<file path="src/rtl/cmos_capture_pkg.sv">
// Shared camera-path constants (frame geometry, pixel width) and the capture state type.
package cmos_pkg;

  localparam int H_AP_DEF        = 1280;
  localparam int V_AP_DEF        = 720;
  localparam int SKIP_FRAMES_DEF = 10;
  localparam int PIX_W           = 16;
  localparam int BYTE_W          = 8;

  typedef enum logic [1:0] {
    ST_IDLE    = 2'd0,
    ST_SKIP    = 2'd1,
    ST_CAPTURE = 2'd2
  } cap_state_e;

  // Counter width that can hold 0..n-1, never narrower than one bit.
  function automatic int clog2_min1(input int n);
    return (n <= 2) ? 1 : $clog2(n);
  endfunction

endpackage

</file>
<file path="src/rtl/cmos_capture_if.sv">
// DVP byte input and 16-bit framed pixel output of the capture block.
interface cmos_capture_if;
  import cmos_pkg::*;

  logic              vsync;
  logic              href;
  logic [BYTE_W-1:0] din;
  logic [PIX_W-1:0]  dout;
  logic              dout_sop;
  logic              dout_eop;
  logic              dout_vld;

  modport master (
    output vsync, href, din,
    input  dout, dout_sop, dout_eop, dout_vld
  );

  modport slave (
    input  vsync, href, din,
    output dout, dout_sop, dout_eop, dout_vld
  );

endinterface

</file>
<file path="src/rtl/cmos_capture.sv">
// DVP RGB565 byte pairing into 16-bit pixels with sop/eop framing, armed on vsync edges.
// Optional CAPTURE_FRAME_SKIP_EN: discard SKIP_FRAMES frames after arming.
//
//   state      | meaning
//   ST_IDLE    | disarmed, waiting for a vsync rise with enable=1
//   ST_SKIP    | armed, discarding frames until the skip counter terminates
//   ST_CAPTURE | emitting pixels; disarms at a vsync rise with enable=0
module cmos_capture
  import cmos_pkg::*;
#(
  parameter int H_AP        = H_AP_DEF,
  parameter int V_AP        = V_AP_DEF,
  parameter int SKIP_FRAMES = SKIP_FRAMES_DEF
) (
  input  logic          clk,
  input  logic          rst_n,
  input  logic          enable,
  cmos_capture_if.slave bus
);

  localparam int COL_W = clog2_min1(H_AP + 1);
  localparam int ROW_W = clog2_min1(V_AP + 1);

  localparam logic [COL_W-1:0] COL_END  = COL_W'(H_AP);
  localparam logic [COL_W-1:0] COL_LAST = COL_W'(H_AP - 1);
  localparam logic [ROW_W-1:0] ROW_END  = ROW_W'(V_AP);
  localparam logic [ROW_W-1:0] ROW_LAST = ROW_W'(V_AP - 1);

  if (H_AP < 1 || V_AP < 1 || SKIP_FRAMES < 0) begin : g_param_check
    $error("cmos_capture: H_AP and V_AP must be >= 1, SKIP_FRAMES >= 0");
  end

  cap_state_e        state, state_nxt;
  logic              vsync_d, href_d;
  logic              vs_rise, href_fall;
  logic              capture_on;
  logic              phase;
  logic [BYTE_W-1:0] high_byte;
  logic [COL_W-1:0]  col;
  logic [ROW_W-1:0]  row;
  logic              line_seen;
  logic              pix_emit;
  logic [PIX_W-1:0]  dout_q;
  logic              vld_q, sop_q, eop_q;

  assign vs_rise    = bus.vsync & ~vsync_d;
  assign href_fall  = href_d & ~bus.href;
  assign capture_on = (state == ST_CAPTURE);
  assign pix_emit   = capture_on & bus.href & phase & (col < COL_END) & (row < ROW_END);

`ifdef CAPTURE_FRAME_SKIP_EN
  localparam int SKIP_W = clog2_min1(SKIP_FRAMES + 1);

  logic [SKIP_W-1:0] skip_cnt;
  logic              skip_load, skip_dec, skip_tc;

  assign skip_tc = (skip_cnt == '0);

  always_ff @(posedge clk) begin
    if (rst_n)
      skip_cnt <= '0;
    else if (!enable)
      skip_cnt <= '0;
    else if (skip_load)
      skip_cnt <= SKIP_W'(SKIP_FRAMES - 1);
    else if (skip_dec)
      skip_cnt <= skip_cnt - SKIP_W'(1);
  end
`endif

  always_ff @(posedge clk) begin
    if (rst_n)
      state <= ST_IDLE;
    else
      state <= state_nxt;
  end

  always_comb begin
    state_nxt = state;
`ifdef CAPTURE_FRAME_SKIP_EN
    skip_load = 1'b0;
    skip_dec  = 1'b0;
`endif
    case (state)
      ST_IDLE: begin
        if (vs_rise && enable) begin
`ifdef CAPTURE_FRAME_SKIP_EN
          if (SKIP_FRAMES == 0) begin
            state_nxt = ST_CAPTURE;
          end else begin
            state_nxt = ST_SKIP;
            skip_load = 1'b1;
          end
`else
          state_nxt = ST_CAPTURE;
`endif
        end
      end
`ifdef CAPTURE_FRAME_SKIP_EN
      ST_SKIP: begin
        if (!enable)
          state_nxt = ST_IDLE;
        else if (vs_rise) begin
          if (skip_tc)
            state_nxt = ST_CAPTURE;
          else
            skip_dec = 1'b1;
        end
      end
`endif
      ST_CAPTURE: begin
        if (vs_rise && !enable)
          state_nxt = ST_IDLE;
      end
      default: state_nxt = ST_IDLE;
    endcase
  end

  // Counters only advance on emitted pixels and saturate past the frame edge.
  always_ff @(posedge clk) begin
    if (rst_n) begin
      vsync_d   <= 1'b0;
      href_d    <= 1'b0;
      phase     <= 1'b0;
      high_byte <= '0;
      col       <= '0;
      row       <= '0;
      line_seen <= 1'b0;
      dout_q    <= '0;
      vld_q     <= 1'b0;
      sop_q     <= 1'b0;
      eop_q     <= 1'b0;
    end else begin
      vsync_d <= bus.vsync;
      href_d  <= bus.href;
      vld_q   <= 1'b0;
      sop_q   <= 1'b0;
      eop_q   <= 1'b0;
      if (vs_rise) begin
        phase     <= 1'b0;
        col       <= '0;
        row       <= '0;
        line_seen <= 1'b0;
      end else if (bus.href) begin
        phase <= ~phase;
        if (!phase) begin
          high_byte <= bus.din;
        end else if (pix_emit) begin
          dout_q    <= {high_byte, bus.din};
          vld_q     <= 1'b1;
          sop_q     <= (col == '0) && (row == '0);
          eop_q     <= (col == COL_LAST) && (row == ROW_LAST);
          col       <= col + COL_W'(1);
          line_seen <= 1'b1;
        end
      end else begin
        phase <= 1'b0;
        if (href_fall) begin
          col       <= '0;
          line_seen <= 1'b0;
          if (line_seen && (row < ROW_END))
            row <= row + ROW_W'(1);
        end
      end
    end
  end

  assign bus.dout     = dout_q;
  assign bus.dout_vld = vld_q;
  assign bus.dout_sop = sop_q;
  assign bus.dout_eop = eop_q;

endmodule

</file>
<file path="src/flat_wrapper.sv">
// flat-port wrapper written by rule: the top's interface ports become plain ports
module cmos_capture_flat import cmos_pkg::*;
#(
  parameter int H_AP        = H_AP_DEF,
  parameter int V_AP        = V_AP_DEF,
  parameter int SKIP_FRAMES = SKIP_FRAMES_DEF
)
  (clk, rst_n, enable, bus_vsync, bus_href, bus_din, bus_dout, bus_dout_sop, bus_dout_eop, bus_dout_vld);
  cmos_capture_if bus_i ();
  input  logic clk;
  input  logic rst_n;
  input  logic enable;
  input wire logic [$bits(bus_i.vsync)-1:0] bus_vsync;
  input wire logic [$bits(bus_i.href)-1:0] bus_href;
  input wire logic [$bits(bus_i.din)-1:0] bus_din;
  output wire logic [$bits(bus_i.dout)-1:0] bus_dout;
  output wire logic [$bits(bus_i.dout_sop)-1:0] bus_dout_sop;
  output wire logic [$bits(bus_i.dout_eop)-1:0] bus_dout_eop;
  output wire logic [$bits(bus_i.dout_vld)-1:0] bus_dout_vld;
  assign bus_i.vsync = bus_vsync;
  assign bus_i.href = bus_href;
  assign bus_i.din = bus_din;
  assign bus_dout = bus_i.dout;
  assign bus_dout_sop = bus_i.dout_sop;
  assign bus_dout_eop = bus_i.dout_eop;
  assign bus_dout_vld = bus_i.dout_vld;
  cmos_capture #(.H_AP(H_AP), .V_AP(V_AP), .SKIP_FRAMES(SKIP_FRAMES)) u_core (.clk(clk), .rst_n(rst_n), .enable(enable), .bus(bus_i));
endmodule
</file>
<file path="config.mk">
export PLATFORM = sky130hd
export DESIGN_NAME = cmos_capture_flat
export DESIGN_NICKNAME = d
export VERILOG_FILES = /design/src/rtl/cmos_capture_pkg.sv /design/src/rtl/cmos_capture_if.sv /design/src/rtl/cmos_capture.sv /design/src/flat_wrapper.sv
export SDC_FILE = /design/constraint.sdc
export NUM_CORES = 1
export LEC_CHECK = 0
export CAP_MARGIN = 20
export CORE_MARGIN = 2
export CORE_UTILIZATION = 54
export DETAILED_ROUTE_END_ITERATION = 10
export PLACE_DENSITY = 0.78
export SLEW_MARGIN = 20
export SYNTH_ARGS = -nofsm -noshare
export SYNTH_HDL_FRONTEND = slang
export SYNTH_SLANG_ARGS = --single-unit
</file>
<file path="constraint.sdc">
create_clock -name clk -period 2.27 [get_ports clk]
set_input_delay 0.227 -clock clk [delete_from_list [all_inputs] [get_ports clk]]
set_output_delay 0.227 -clock clk [all_outputs]
set_load 0.005 [all_outputs]
</file>
; ---- Word-level counts from Yosys, hierarchy flattened
; Index checks and enable logic that the tools add are counted.
[word_totals]
input_bits = 13
elab_cells = 65
register_bits = 54
[op_classes]
n_addsub = 2
eq_ne = 7
reduce_logical = 19
bitwise_logic = 11
order_cmp = 2
n_mux = 12
[ops]
columns = op, n
row1 = $mux W11, 4
row2 = $add A11 B1 Y11 const B, 1
row3 = $eq A11 B11 Y1 const B, 1
row4 = $logic_not A11 Y1, 1
row5 = $lt A11 B11 Y1 const B, 1
row6 = $add A10 B1 Y10 const B, 1
row7 = $eq A10 B10 Y1 const B, 1
row8 = $logic_not A10 Y1, 1
row9 = $lt A10 B10 Y1 const B, 1
row10 = $reduce_and A3 Y1, 3
row11 = $and A1 B1 Y1, 6
row12 = $ne A2 B1 Y1 const B, 3
row13 = $logic_and A1 B1 Y1, 5
row14 = $mux W1, 5
row15 = $not A1 Y1, 5
row16 = $reduce_or A5 Y1, 1
row17 = $mux W2, 2
row18 = $pmux W2 S2, 1
row19 = $reduce_and A4 Y1, 1
row20 = $reduce_or A4 Y1, 1
row21 = $reduce_or A3 Y1, 1
row22 = $eq A2 B2 Y1 const B, 1
row23 = $logic_not A2 Y1, 1
row24 = $ne A2 B2 Y1 const B, 1
row25 = other kinds (4), 4

; ---- Depth between registers and ports, before layout
; Gate-level depths: netlist of run 1.
[logic_depth]
depth_word = 8
ltp_mapped = 6

; ---- Least setup slack after synthesis of run 1
; OpenSTA, ideal clock, no wires.
[synth_timing]
path_kind = reg-to-reg
from = reg u_core.row[4]
to = reg u_core.row[3]
required_time_ps = 2200
t_arrival_ps = 1525
setup_time_ps = 70
path_stages_with_launch = 6
n_path_buf = 1
setup_slack_ps = 675
cell_sequence = dfxtp_1 > o211a_1 > o21a_4 > buf_6 > or4_1 > a21oi_1
[synth_between]
elab_chain_len = 3
[synth_rtl]
columns = item, line
row1 = from (decl), cmos_capture.sv:40  ; logic [ROW_W-1:0] row;
row2 = from (signal assigned), cmos_capture.sv:162  ; row <= row + ROW_W'(1);
row3 = $lt A10 B10 Y1, cmos_capture.sv:161  ; if (line_seen && (row < ROW_END))
row4 = $logic_and A1 B1 Y1, cmos_capture.sv:161
row5 = $reduce_and A3 Y1 (no line), n/a
; Every way passes these cells.
; A chain may end at the register's enable or synchronous reset.

; ---- Worst setup path after layout of run 1
[layout_timing]
from = reg u_core.col[8]
to = reg u_core.col[10]
[layout_between]
elab_chain_len = 5
elab_cells_between_ends = 9
[layout_rtl]
columns = item, line
row1 = from (decl), cmos_capture.sv:39  ; logic [COL_W-1:0] col;
row2 = from (signal assigned), cmos_capture.sv:153  ; col <= col + COL_W'(1);
row3 = $lt A11 B11 Y1, cmos_capture.sv:49  ; assign pix_emit = capture_on & bus.href & phase & (col < COL_END) & (row < ROW_END);
row4 = $and A1 B1 Y1 (2 in a row), cmos_capture.sv:49
row5 = $ne A2 B1 Y1 (no line), n/a
row6 = $reduce_and A3 Y1 (no line), n/a
; Parallel ways exist; a longest one is shown, timed or not. The select of a mux whose other input is x is not followed.

==> impl_metrics.toml, run 1 <==
[placement]
dp_hpwl_um = 3700
placed_cell_area_um2 = 2830
io_buffers = 31
gp_congestion = 0.844
dp_slack_ns = 0.241
dp_cells = 341

[cells_and_area]
antenna_cells = 0
layout_common_cells = "53 x dfxtp_1, 37 x nand2b_1, 31 x clkdlybuf4s50_1"
final_area_um2 = 2920
layout_commonest_cell = "dfxtp_1"
area_growth_pct = 19.5
layout.cells.non_filler = 349
drive_gt1_share_pct = 7.07
nNetsFinal = 313
num-fill-cells = 377

[yosys]
synth_warnings = 0
synth.net_count = 279
syn_avg_cell_area_um2 = 9.32
syn_inst = 262
netlist.area_leader.share_pct = 43.4
synth.area.top_cells = "dfxtp_1 43%, mux2i_1 11%, nand2b_1 9.5%, or4_1 3.4%, o31ai_1 2.8%"
synth_area_leader_cell = "dfxtp_1"
synth-seq-cells = 53
ys_types = 38
ys_seq_area_share_pct = 43.4
syn-cell-area_um2 = 2440

[pwr]
p_seq_share_pct = 59.8
power.internal_w = 0.00122
p_sw_w = 0.000371
ir_drop_mv = 0.551
clkPwrFrac_pct = 33.1
power_density_nw_per_um2 = 543
pwr-share-comb_pct = 7.1
leakagePower_nw = 1.00
swShare_pct = 23.4

[worst_setup_path]
slowest_stage = "or4_1"
critPathTopFamily = "simple AND/OR/NAND/NOR gates"
worstPathArrival_ns = 2.09
startpoint_type = "flip-flop"
slowest_delay_ns = 0.59
cp_cell_sequence = "o21ai_0, nand2_1, or4_1, a21oi_1"
cp_num_buf_inv = 0
crit_required_ns = 2.51
worst_setup_path_end_kind = "flip-flop"
critPathMaxFanout = 14
critical_path_class = "reg2reg"

[routing]
ant_nets = 0
via_per_inst = 5.77
drc = 0
drt_wl_total_um = 5140
drt_iter0_markers = 147
wl_per_cell_um = 14.7
num_vias = 2012
drt_first_pass_iters = 7

[die]
coreArea_um2 = 4350
dieArea_um2 = 5080
start_util_pct = 56.1
dieWidth_um = 71.3
die_height_um = 71.3
ioPinCount = 32
num_rows = 24

[sta]
setup_slack_ns = 0.419
setup_tns_ns = 0
worst_slew_pin_slew_ns = 0.602
slew_headroom_pct = 59.5
rsz0062_at_grt = "no"
setup_viol = 0
clock_skew_ns = 0.00784
max_freq_mhz = 540
finalHoldViolCount = 0
finalCritPeriodShare_pct = 81.5
fin_crit_ns = 1.85
slew_violations = 0

[run]
max-cap-violations = 0

[global_route]
grt_overflow_total = 0
grt_max_degree = 32
antenna_found_initial = 0
grt_pass1_vias = 2017
grt_use_total_pct = 21.8
grt_first_pass_wirelength_um = 8950

[clock_network]
cts-root-buf = "clkbuf_8"
clockBufferDepth = 2
cts_sinks = 53
hold_buffers = 0
clock_latency_ns = 0.30
cts_buffers = 5
clkTransAtPathRegs_ns = 0.10
htreeDepth = 2
cts_tree = "built"
post-cts-setup-buffers = 0
cts_resized = 0

[outcome]
outcome = "finished clean"

[min_path]
min_path_type = "reg2reg"
cell type report:
type	instances	area, um^2	area share (%)
multi-input combinational	191	1300	44.4
sequential	53	1060	36.3
timing repair buffer	40	390	13.4
inverter	5	18.8	0.643
clock buffer	5	68.8	2.36
tap	52	65.1	2.23
clock inverter	3	17.5	0.600
Yosys cell counts:
cell type,instances
buf_6,2
ha_1,4
nand4_1,5
or3_1,4
or4_1,11
o21ai_0,4
inv_1,5
o41ai_1,1
nand2b_1,37
o211a_1,1
nor4_1,5
a21oi_1,13
nor3_4,1
and4_1,4
o211ai_1,1
nor2b_1,4
a32o_1,1
nor3_1,3
nor2_1,15
dfxtp_1,53
and2_1,4
and3_1,4
nand2_1,14
nand3_1,8
o31ai_1,9
mux2i_1,28
a2111oi_0,1
clkbuf_1,10
nor2_2,1
o21a_1,1
o311ai_0,1
o2111ai_1,1
o21a_4,1
or2_2,1
a41o_1,1
a31oi_1,1
buf_2,1
o31a_1,1
final timing paths:
| check | end | slack, ns | cells past startpoint | from |
|---|---|---|---|---|
| setup / recovery | u_core.col[10]$_SDFFE_PP0P_ | 0.42 | 4 | u_core.col[8]$_SDFFE_PP0P_ |
| hold / removal | u_core.bus.dout[13]$_SDFFE_PP0P_ | 0.48 | 2 | u_core.bus.dout[13]$_SDFFE_PP0P_ |
| setup reg to reg | u_core.col[10]$_SDFFE_PP0P_ | 0.42 | 4 | u_core.col[8]$_SDFFE_PP0P_ |
| hold reg to reg | u_core.bus.dout[13]$_SDFFE_PP0P_ | 0.48 | 2 | u_core.bus.dout[13]$_SDFFE_PP0P_ |
metal layers:
layer,vias to the layer above,routed length [um],GRT usage (%)
met1,941,2360,28.8
met2,54,2450,36.4
met5,-,0,0
met4,0,54,5.87
li1,1011,-,-
met3,6,285,4.64
worst reg2reg max path: cells and delay by family (launching register included):
family | cells | cell delay [ns]
AND/OR/NAND/NOR | 2 | 0.95
flip-flops | 1 | 0.37
AO/OA/AOI/OAI | 2 | 0.47
power groups by stage:
stage	Sequential [W]	Clock (W)	Combinational, W
after floorplan	0.000968	0	0.0000636
after global placement	0.000969	0	0.000111
after detailed placement	0.000970	0	0.000114
after CTS	0.000948	0.000533	0.000114
after global routing	0.000950	0.000566	0.000125
final	0.000948	0.000525	0.000113
through the flow:
step                      utilization [%]  power [W]  hold slack, ns
after floorplan                         -    0.00103           0.355
after global placement               65.1    0.00108           0.459
after detailed placement             65.1    0.00108           0.469
after CTS                            67.0    0.00160           0.484
after global routing                 67.0    0.00164           0.509
final                                67.0    0.00159           0.480
kinds of logic after synthesis:
group	count (synthesis)	share of synthesized area [%]
compound gates	38	10.8
simple gates	121	28.8
mux	28	11.5
buf+inv	18	3.43
flops	53	43.4
fa+ha+maj	4	2.05
registers in the layout, indices dropped and copies added (netlist names):
name,flops
u_core.phase,1
u_core.col,11
u_core.bus.dout_sop,1
u_core.high_byte,8
u_core.bus.dout,16
u_core.row,10
u_core.line_seen,1
u_core.bus.dout_vld,1
u_core.bus.dout_eop,1
u_core.vsync_d,1
u_core.state,1
u_core.href_d,1
Power figures use the tool's default switching activity.
==> run 2, diff against run 1 <==
clock period = 1.9 ns   (was 2.27 ns; I/O delays follow)
==> run 2 against run 1 <==
Effect of this change: non-clock buffer count up 15; clock power is 49% higher; via count is 3.3% higher; largest cell class unchanged; largest power group unchanged; highest routed layer unchanged.
==> impl_metrics.toml, run 2 (synthesis results as in run 1) <==
[outcome]
outcome = "finished clean"

[sta]
finalHoldViolCount = 0
fin_crit_ns = 1.68
finalCritPeriodShare_pct = 88.5
slew_violations = 0
slew_headroom_pct = 72.9
rsz0062_at_grt = "no"
worst_slew_pin_slew_ns = 0.397
max_freq_mhz = 595
clock_skew_ns = 0.00578
setup_tns_ns = 0
setup_viol = 0

[placement]
dp_hpwl_um = 3720
placed_cell_area_um2 = 2950
io_buffers = 31
gp_congestion = 0.856

[worst_setup_path]
startpoint = "u_core.row[4]$_SDFFE_PP0P_"
reg2reg_from = "u_core.row[4]$_SDFFE_PP0P_"
worstPathArrival_ns = 1.93
crit_required_ns = 2.15
worst_setup_path_end_kind = "flip-flop"
startpoint_type = "flip-flop"
critPathMaxFanout = 31
critical_path_class = "reg2reg"

[pwr]
power_density_nw_per_um2 = 671
ir_drop_mv = 0.363
p_total_w = 0.00205
leakagePower_nw = 1.08

[min_path]
min_path_type = "in2reg"
hp-start = "bus_vsync"

[routing]
drt_iter0_markers = 177
drc = 0
wl_per_cell_um = 14.4
drt_wl_total_um = 5250
drt_first_pass_iters = 4
num_vias = 2079
ant_nets = 0
via_per_inst = 5.71

[clock_network]
cts_resized = 0
clock_latency_ns = 0.31
hold_buffers = 0
clockBufferDepth = 2
cts-root-buf = "clkbuf_8"
clkTransAtPathRegs_ns = 0.10
cts_buffers = 5
post-cts-setup-buffers = 0
cts_tree = "built"
htreeDepth = 2
cts_sinks = 53

[run]
max-cap-violations = 0

[cells_and_area]
layout_common_cells = "53 x dfxtp_1, 37 x nand2b_1, 31 x clkdlybuf4s50_1"
drive_gt1_share_pct = 11.5
area_growth_pct = 25.3
largest_reg_flops = 16
final_area_um2 = 3060
layout_commonest_cell = "dfxtp_1"
antenna_cells = 0
nNetsFinal = 328
num-fill-cells = 348

[die]
start_util_pct = 56.1
ioPinCount = 32
dieArea_um2 = 5080
coreArea_um2 = 4350
dieWidth_um = 71.3
num_rows = 24
die_height_um = 71.3

[global_route]
grt_pass1_vias = 2032
grt_use_total_pct = 21.8
grt_overflow_total = 0
antenna_found_initial = 0
grt_max_degree = 32
grt_first_pass_wirelength_um = 8950
==> run 2: cell count changes in the layout (fill, tap and decap cells not counted), sizes merged <==
cell    previous run  this run
clkinv             2         1
buf                9        24
bufinv             0         1
==> run 2: worst paths after layout <==
| check | end | slack, ns | cells after the start |
|---|---|---|---|
| max reg2reg | u_core.col[10]$_SDFFE_PP0P_ | 0.22 | 4 |
| max | u_core.col[10]$_SDFFE_PP0P_ | 0.22 | 4 |
| min | u_core.vsync_d$_SDFF_PP0_ | 0.46 | 2 |
| min reg2reg | u_core.bus.dout[4]$_SDFFE_PP0P_ | 0.47 | 2 |
==> run 2: power by group <==
part | leakage (nW) | total (W) | switching, W | internal, W
clock network | 0.0543 | 0.000781 | 0.000386 | 0.000395
logic | 0.602 | 0.000139 | 0.0000647 | 0.0000747
registers | 0.429 | 0.00113 | 0.00000695 | 0.00113
==> run 2: cell type report <==
class | count | area [um^2] | area share, %
clock buffers | 5 | 68.8 | 2.25
clock inverters | 3 | 46.3 | 1.51
inverters | 5 | 18.8 | 0.613
multi-input cells | 191 | 1300 | 42.4
flip-flops and latches | 53 | 1060 | 34.7
well taps | 52 | 65.1 | 2.13
repair buffers | 55 | 503 | 16.4
==> run 2: critical path, cell delays in order (launching register included) <==
cell and delay, ns:
dfxtp_1 0.36, o211a_1 0.26, o21a_4 0.30, or4_1 0.55, a21oi_1 0.14
==> run 2: metal layers <==
layer	track usage, %	routed length (um)
met1	28.2	2400
met2	36.3	2560
met3	4.78	223
met4	7.55	75
met5	0	0
==> run 2: through the flow <==
| stage | setup WS [ns] | hold WS, ns | cells | util [%] |
|---|---|---|---|---|
| final | 0.218 | 0.455 | 364 | 70.3 |
| after floorplan | 0.305 | 0.318 | 262 | - |
| after global placement | 0.0560 | 0.460 | 356 | 67.6 |
| after detailed placement | 0.000488 | 0.461 | 356 | 67.6 |
| after global routing | 0.118 | 0.460 | 364 | 70.3 |
| after CTS | 0.224 | 0.455 | 364 | 70.3 |
